## config.mk

```make
export PLATFORM = sky130hd
export DESIGN_NAME = counter
export DESIGN_NICKNAME = d
export VERILOG_FILES = /design/src/rtl/counter_pkg.sv /design/src/rtl/counter.sv
export SDC_FILE = /design/constraint.sdc
export NUM_CORES = 1
export LEC_CHECK = 0
export CELL_PAD_IN_SITES_DETAIL_PLACEMENT = 0
export CELL_PAD_IN_SITES_GLOBAL_PLACEMENT = 1
export CORE_MARGIN = 1
export CORE_UTILIZATION = 29
export DETAILED_ROUTE_END_ITERATION = 10
export GPL_ROUTABILITY_DRIVEN = 0
export GPL_TIMING_DRIVEN = 0
export PLACE_DENSITY_LB_ADDON = 0.1
export SLEW_MARGIN = 5
export SYNTH_ARGS = -nofsm -noshare
export SYNTH_HDL_FRONTEND = slang
export SYNTH_SLANG_ARGS = --single-unit
```

## constraint.sdc

```tcl
create_clock -name clk -period 1.7 [get_ports clk]
set_clock_uncertainty 0.15 [all_clocks]
set_input_delay 0.255 -clock clk [delete_from_list [all_inputs] [get_ports clk]]
set_output_delay 0.255 -clock clk [all_outputs]
set_load 0.01 [all_outputs]
```

## src/rtl/counter_pkg.sv

```systemverilog
// Shared constants for the counter: load-value width and default counter width.
package counter_pkg;

  localparam int LOAD_W    = 16;
  localparam int DEF_WIDTH = 20;

endpackage : counter_pkg

```

## src/rtl/counter.sv

```systemverilog
// Loadable wrap-detecting counter with registered count and wrap pulse.
// Define COUNTER_DOWN_EN to make dn select down-counting; otherwise dn is ignored.
module counter
  import counter_pkg::*;
#(
  parameter int WIDTH = DEF_WIDTH
) (
  input  logic              clk,
  input  logic              rst_n,
  input  logic              clr,
  input  logic              en,
  input  logic              ld,
  input  logic              dn,
  input  logic [LOAD_W-1:0] ld_val,
  output logic [WIDTH-1:0]  cnt,
  output logic              ovf
);

  localparam logic [WIDTH-1:0] ONE_C = WIDTH'(1'b1);

  logic [WIDTH-1:0] cnt_r;
  logic             ovf_r;
  logic [WIDTH-1:0] cnt_nxt_s;
  logic             ovf_nxt_s;
  logic [WIDTH-1:0] ld_ext_s;

`ifndef COUNTER_DOWN_EN
  logic unused_dn_s;
  assign unused_dn_s = dn;
`endif

  // Size cast zero-extends or truncates the load value to the counter width.
  assign ld_ext_s = WIDTH'(ld_val);

  // Next-state selection: clear, then load, then count, then hold.
  always_comb begin
    cnt_nxt_s = cnt_r;
    ovf_nxt_s = 1'b0;
    if (clr) begin
      cnt_nxt_s = '0;
      ovf_nxt_s = 1'b0;
    end else if (ld) begin
      cnt_nxt_s = ld_ext_s;
      ovf_nxt_s = 1'b0;
    end else if (en) begin
`ifdef COUNTER_DOWN_EN
      if (dn) begin
        cnt_nxt_s = cnt_r - ONE_C;
        ovf_nxt_s = ~|cnt_r;
      end else begin
        cnt_nxt_s = cnt_r + ONE_C;
        ovf_nxt_s = &cnt_r;
      end
`else
      cnt_nxt_s = cnt_r + ONE_C;
      ovf_nxt_s = &cnt_r;
`endif
    end else begin
      cnt_nxt_s = cnt_r;
      ovf_nxt_s = 1'b0;
    end
  end

  // Count and wrap-pulse state; reset clears both immediately.
  always_ff @(posedge clk or negedge rst_n) begin
    if (!rst_n) begin
      cnt_r <= '0;
      ovf_r <= 1'b0;
    end else begin
      cnt_r <= cnt_nxt_s;
      ovf_r <= ovf_nxt_s;
    end
  end

  assign cnt = cnt_r;
  assign ovf = ovf_r;

endmodule : counter

```

==> impl_metrics.csv <==
group,metric,value,unit
run_status,status,"complete, but fails checks",
run_status,violations,"setup timing",
timing,rsz0062_at_grt,"yes",
clock_network,clockBufferDepth,2,
placed_design,dp_hpwl,2640,um
yosys,ys_seq_elements,21,
yosys,synthArstFlopShare,100,%
power,totalPowerFinal,0.00119,W
clock_network,clkTransAtPathRegs,0.08,ns
die,die_y,67.7,um
setup_path,cp-startpoint,"cnt[14]$_DFFE_PN0P_",
clock_network,clk_latency,0.26,ns
die,die_w,67.7,um
timing,finalSetupTns,-0.509,ns
min_path,hold_path_class,"in2reg",
min_path,min_from,"ld",
die,floorplan.initialDensity,30.8,%
placed_design,io_buffers,39,
setup_path,start_kind,"flip-flop",
timing,post-route-min-period,1.85,ns
yosys,synth_nets,166,
global_routing,grt_pass1_wl,6430,um
route,drc,0,
power,leakage,0.946,nW
power,p_sw,0.000340,W
global_routing,grt_max_degree,22,
timing,timing.slew.headroom,30.7,%
yosys,synth.avg_cell_area,8.75,sq um
timing,finalWorstSetupSlack,-0.153,ns
yosys,synth-edff-count,0,
power,p_clk_share,29.0,%
setup_path,endpoint_kind,"flip-flop",
global_routing,gr-usage-met1,27.1,%
yosys,ys_seq_area_share,42.0,%
die,ios,43,
global_routing,grt-busiest-layer,"met2",
clock_network,tritoncts,"built",
finish,syn2layout_area_growth,67.0,%
yosys,synthFlopType,"dfrtp_1",
timing,min_period_over_period,109,%
timing,hold_violations,0,
yosys,syn_area,0.00125,sq mm
timing,setup_violations,6,
route,dr.pass1.iters,4,
clock_network,numCtsBuffers,3,
timing,max_freq,540,MHz
global_routing,grt_pass1_vias,1229,
yosys,ys_warn_count,0,
finish,final_core_util,51.5,%
setup_path,cp_max_fo,8,
timing,maxSlewViolCount,0,
timing,worst_pin_slew,1.04,ns
route,first_iter_violations,54,
clock_network,htreeDepth,1,
die,num_rows,23,
clock_network,cts.sinks,21,
power,irDropWorstVdd,0.260,mV
finish,nNetsFinal,236,
global_routing,grt_antenna_before_repair,0,
route,vias_per_cell,5.12,
power,p_sw_share,28.6,%
power,power.density,568,mW/mm^2
power,p_seq_share,46.7,%
flow_run,drv_cap,0,
finish,drive_above_1_share,27.4,%
setup_path,timing.rr.start,"cnt[14]$_DFFE_PN0P_",
clock_network,root_buffer,"clkbuf_8",
setup_path,crit_type,"reg2reg",
power,p_int,0.000847,W
global_routing,grt_use_met3,2.87,%
yosys,synth.distinct_cells,31,
route,vias,1341,
die,die_area,0.00458,sq mm
setup_path,ff2ff_setup_slack,-0.15,ns
global_routing,use_met2,30.4,%
setup_path,worst_ep_required_time,1.74,ns
route,wirelength,4090,um
yosys,syn-instance-count,143,
power,comb_power_share,24.3,%
die,core_area,0.00406,sq mm
route,detail-route-antenna-nets,0,
finish,fillCellCount,398,
global_routing,grt_remaining_overflow,0,
route,wl_per_cell,15.6,um
finish,diodes,0,
setup_path,arrival,1.89,ns
clock_network,holdBufCountCts,0,
global_routing,track_usage,19.3,%
worst max-delay path, cell delays in order, from the launching register on:
cell	delay, ns
dfrtp_1	0.38
nand4_1	0.11
or4_4	0.62
nor4_4	0.31
mux2i_1	0.21
sequential cells by signal (all words and copies together), names as in the netlist:
| name | cells |
|---|---|
| ovf | 1 |
| cnt | 20 |
power groups by stage:
stage | Combinational (W) | Sequential [W] | Clock [W]
finish | 0.000288 | 0.000554 | 0.000344
CTS | 0.000276 | 0.000551 | 0.000352
detailed placement | 0.000226 | 0.000571 | 0
global route | 0.000316 | 0.000557 | 0.000375
global placement | 0.000224 | 0.000570 | 0
floorplan | 0.0000881 | 0.000575 | 0
cell usage after synthesis (3+ instances only):
| cell type | instances | area, sq um |
|---|---|---|
| dfrtp_1 | 21 | 526 |
| nand4_1 | 5 | 31.3 |
| o21ai_1 | 3 | 15.0 |
| nor2_1 | 9 | 33.8 |
| mux2i_1 | 6 | 60.1 |
| a21oi_1 | 13 | 65.1 |
| nand3_1 | 7 | 35.0 |
| clkbuf_1 | 5 | 18.8 |
| or3_1 | 6 | 37.5 |
| nand2_1 | 8 | 30.0 |
| inv_1 | 10 | 37.5 |
| nor4_1 | 7 | 43.8 |
| nor3_1 | 6 | 30.0 |
| xnor2_1 | 6 | 52.6 |
| o21a_1 | 7 | 52.6 |
| xor2_1 | 5 | 43.8 |
routing by layer:
layer | up-vias | share of wire, %
met5 | - | 0
met4 | 0 | 0.56
met3 | 2 | 4.7
met2 | 36 | 48
met1 | 655 | 47
li1 | 648 | -
layout make-up:
type / count / area [sq um] / share of cell area (%)
Sequential cell: 21 / 536 / 25.6
Timing Repair Buffer: 66 / 602 / 28.8
Tap cell: 50 / 62.6 / 2.99
Inverter: 11 / 41.3 / 1.98
Clock buffer: 4 / 45.0 / 2.16
Multi-Input combinational cell: 103 / 772 / 36.9
Buffer: 7 / 31.3 / 1.50
timing repair:
item                                   CTS  global route
endpoints found under the hold margin    0             0
buffers inserted                        22             7
pin swaps                                6            13
setup endpoints to repair               22            22
gates resized for setup                 29            20
final timing paths:
check | cells past startpoint | endpoint
setup / recovery | 4 | cnt[19]$_DFFE_PN0P_
hold / removal | 3 | cnt[13]$_DFFE_PN0P_
setup reg to reg | 4 | cnt[19]$_DFFE_PN0P_
hold reg to reg | 2 | cnt[19]$_DFFE_PN0P_
max in group asynchronous | 1 | cnt[3]$_DFFE_PN0P_
min in group asynchronous | 1 | cnt[19]$_DFFE_PN0P_
metrics by stage:
stage               worst slack (ns)  area (sq um)  hold WS [ns]  instances
global placement              -0.385          1730         0.398        232
floorplan                     -0.230          1270        -0.191        143
detailed placement            -0.389          1730         0.418        232
finish                        -0.153          2090         0.265        262
global route                  -0.221          2090         0.306        262
CTS                           -0.170          1980         0.265        257
cells by family (layout without fill, tap and decap cells):
family | after synthesis | after routing | share of synthesized area [%]
AO/OA/AOI/OAI | 30 | 30 | 15.2
multiplexers | 6 | 6 | 4.80
adder cells (fa/ha/maj) | 1 | 1 | 1.00
flip-flops | 21 | 21 | 42.0
buffers and inverters | 19 | 88 | 5.90
AND/OR/NAND/NOR | 55 | 55 | 23.4
XOR/XNOR | 11 | 11 | 7.70
cell usage in the layout (no fill, tap or decap), types with 2 or more instances in the layout:
cell | netlist | layout
nor2b_1 | 2 | 2
buf_6 | 0 | 5
or2_1 | 2 | 2
dlymetal6s2s_1 | 0 | 2
mux2i_1 | 6 | 6
a2111oi_1 | 0 | 2
or3_1 | 6 | 6
nor2_1 | 9 | 9
o21a_1 | 7 | 7
clkdlybuf4s50_1 | 0 | 25
clkbuf_1 | 5 | 4
o21ai_1 | 3 | 3
nand3_4 | 0 | 2
nand3_1 | 7 | 5
buf_4 | 0 | 22
nor4_1 | 7 | 2
nor3_1 | 6 | 6
a21oi_2 | 0 | 3
dfrtp_1 | 21 | 13
a21oi_1 | 13 | 10
nor4_4 | 0 | 3
nand4_1 | 5 | 5
dlygate4sd2_1 | 0 | 12
xnor2_1 | 6 | 6
clkbuf_8 | 0 | 3
dfrtp_2 | 0 | 8
inv_1 | 10 | 10
nand2_1 | 8 | 7
nor4_2 | 1 | 3
clkbuf_2 | 0 | 3
xor2_1 | 5 | 5
Power figures use the tool's default switching activity.
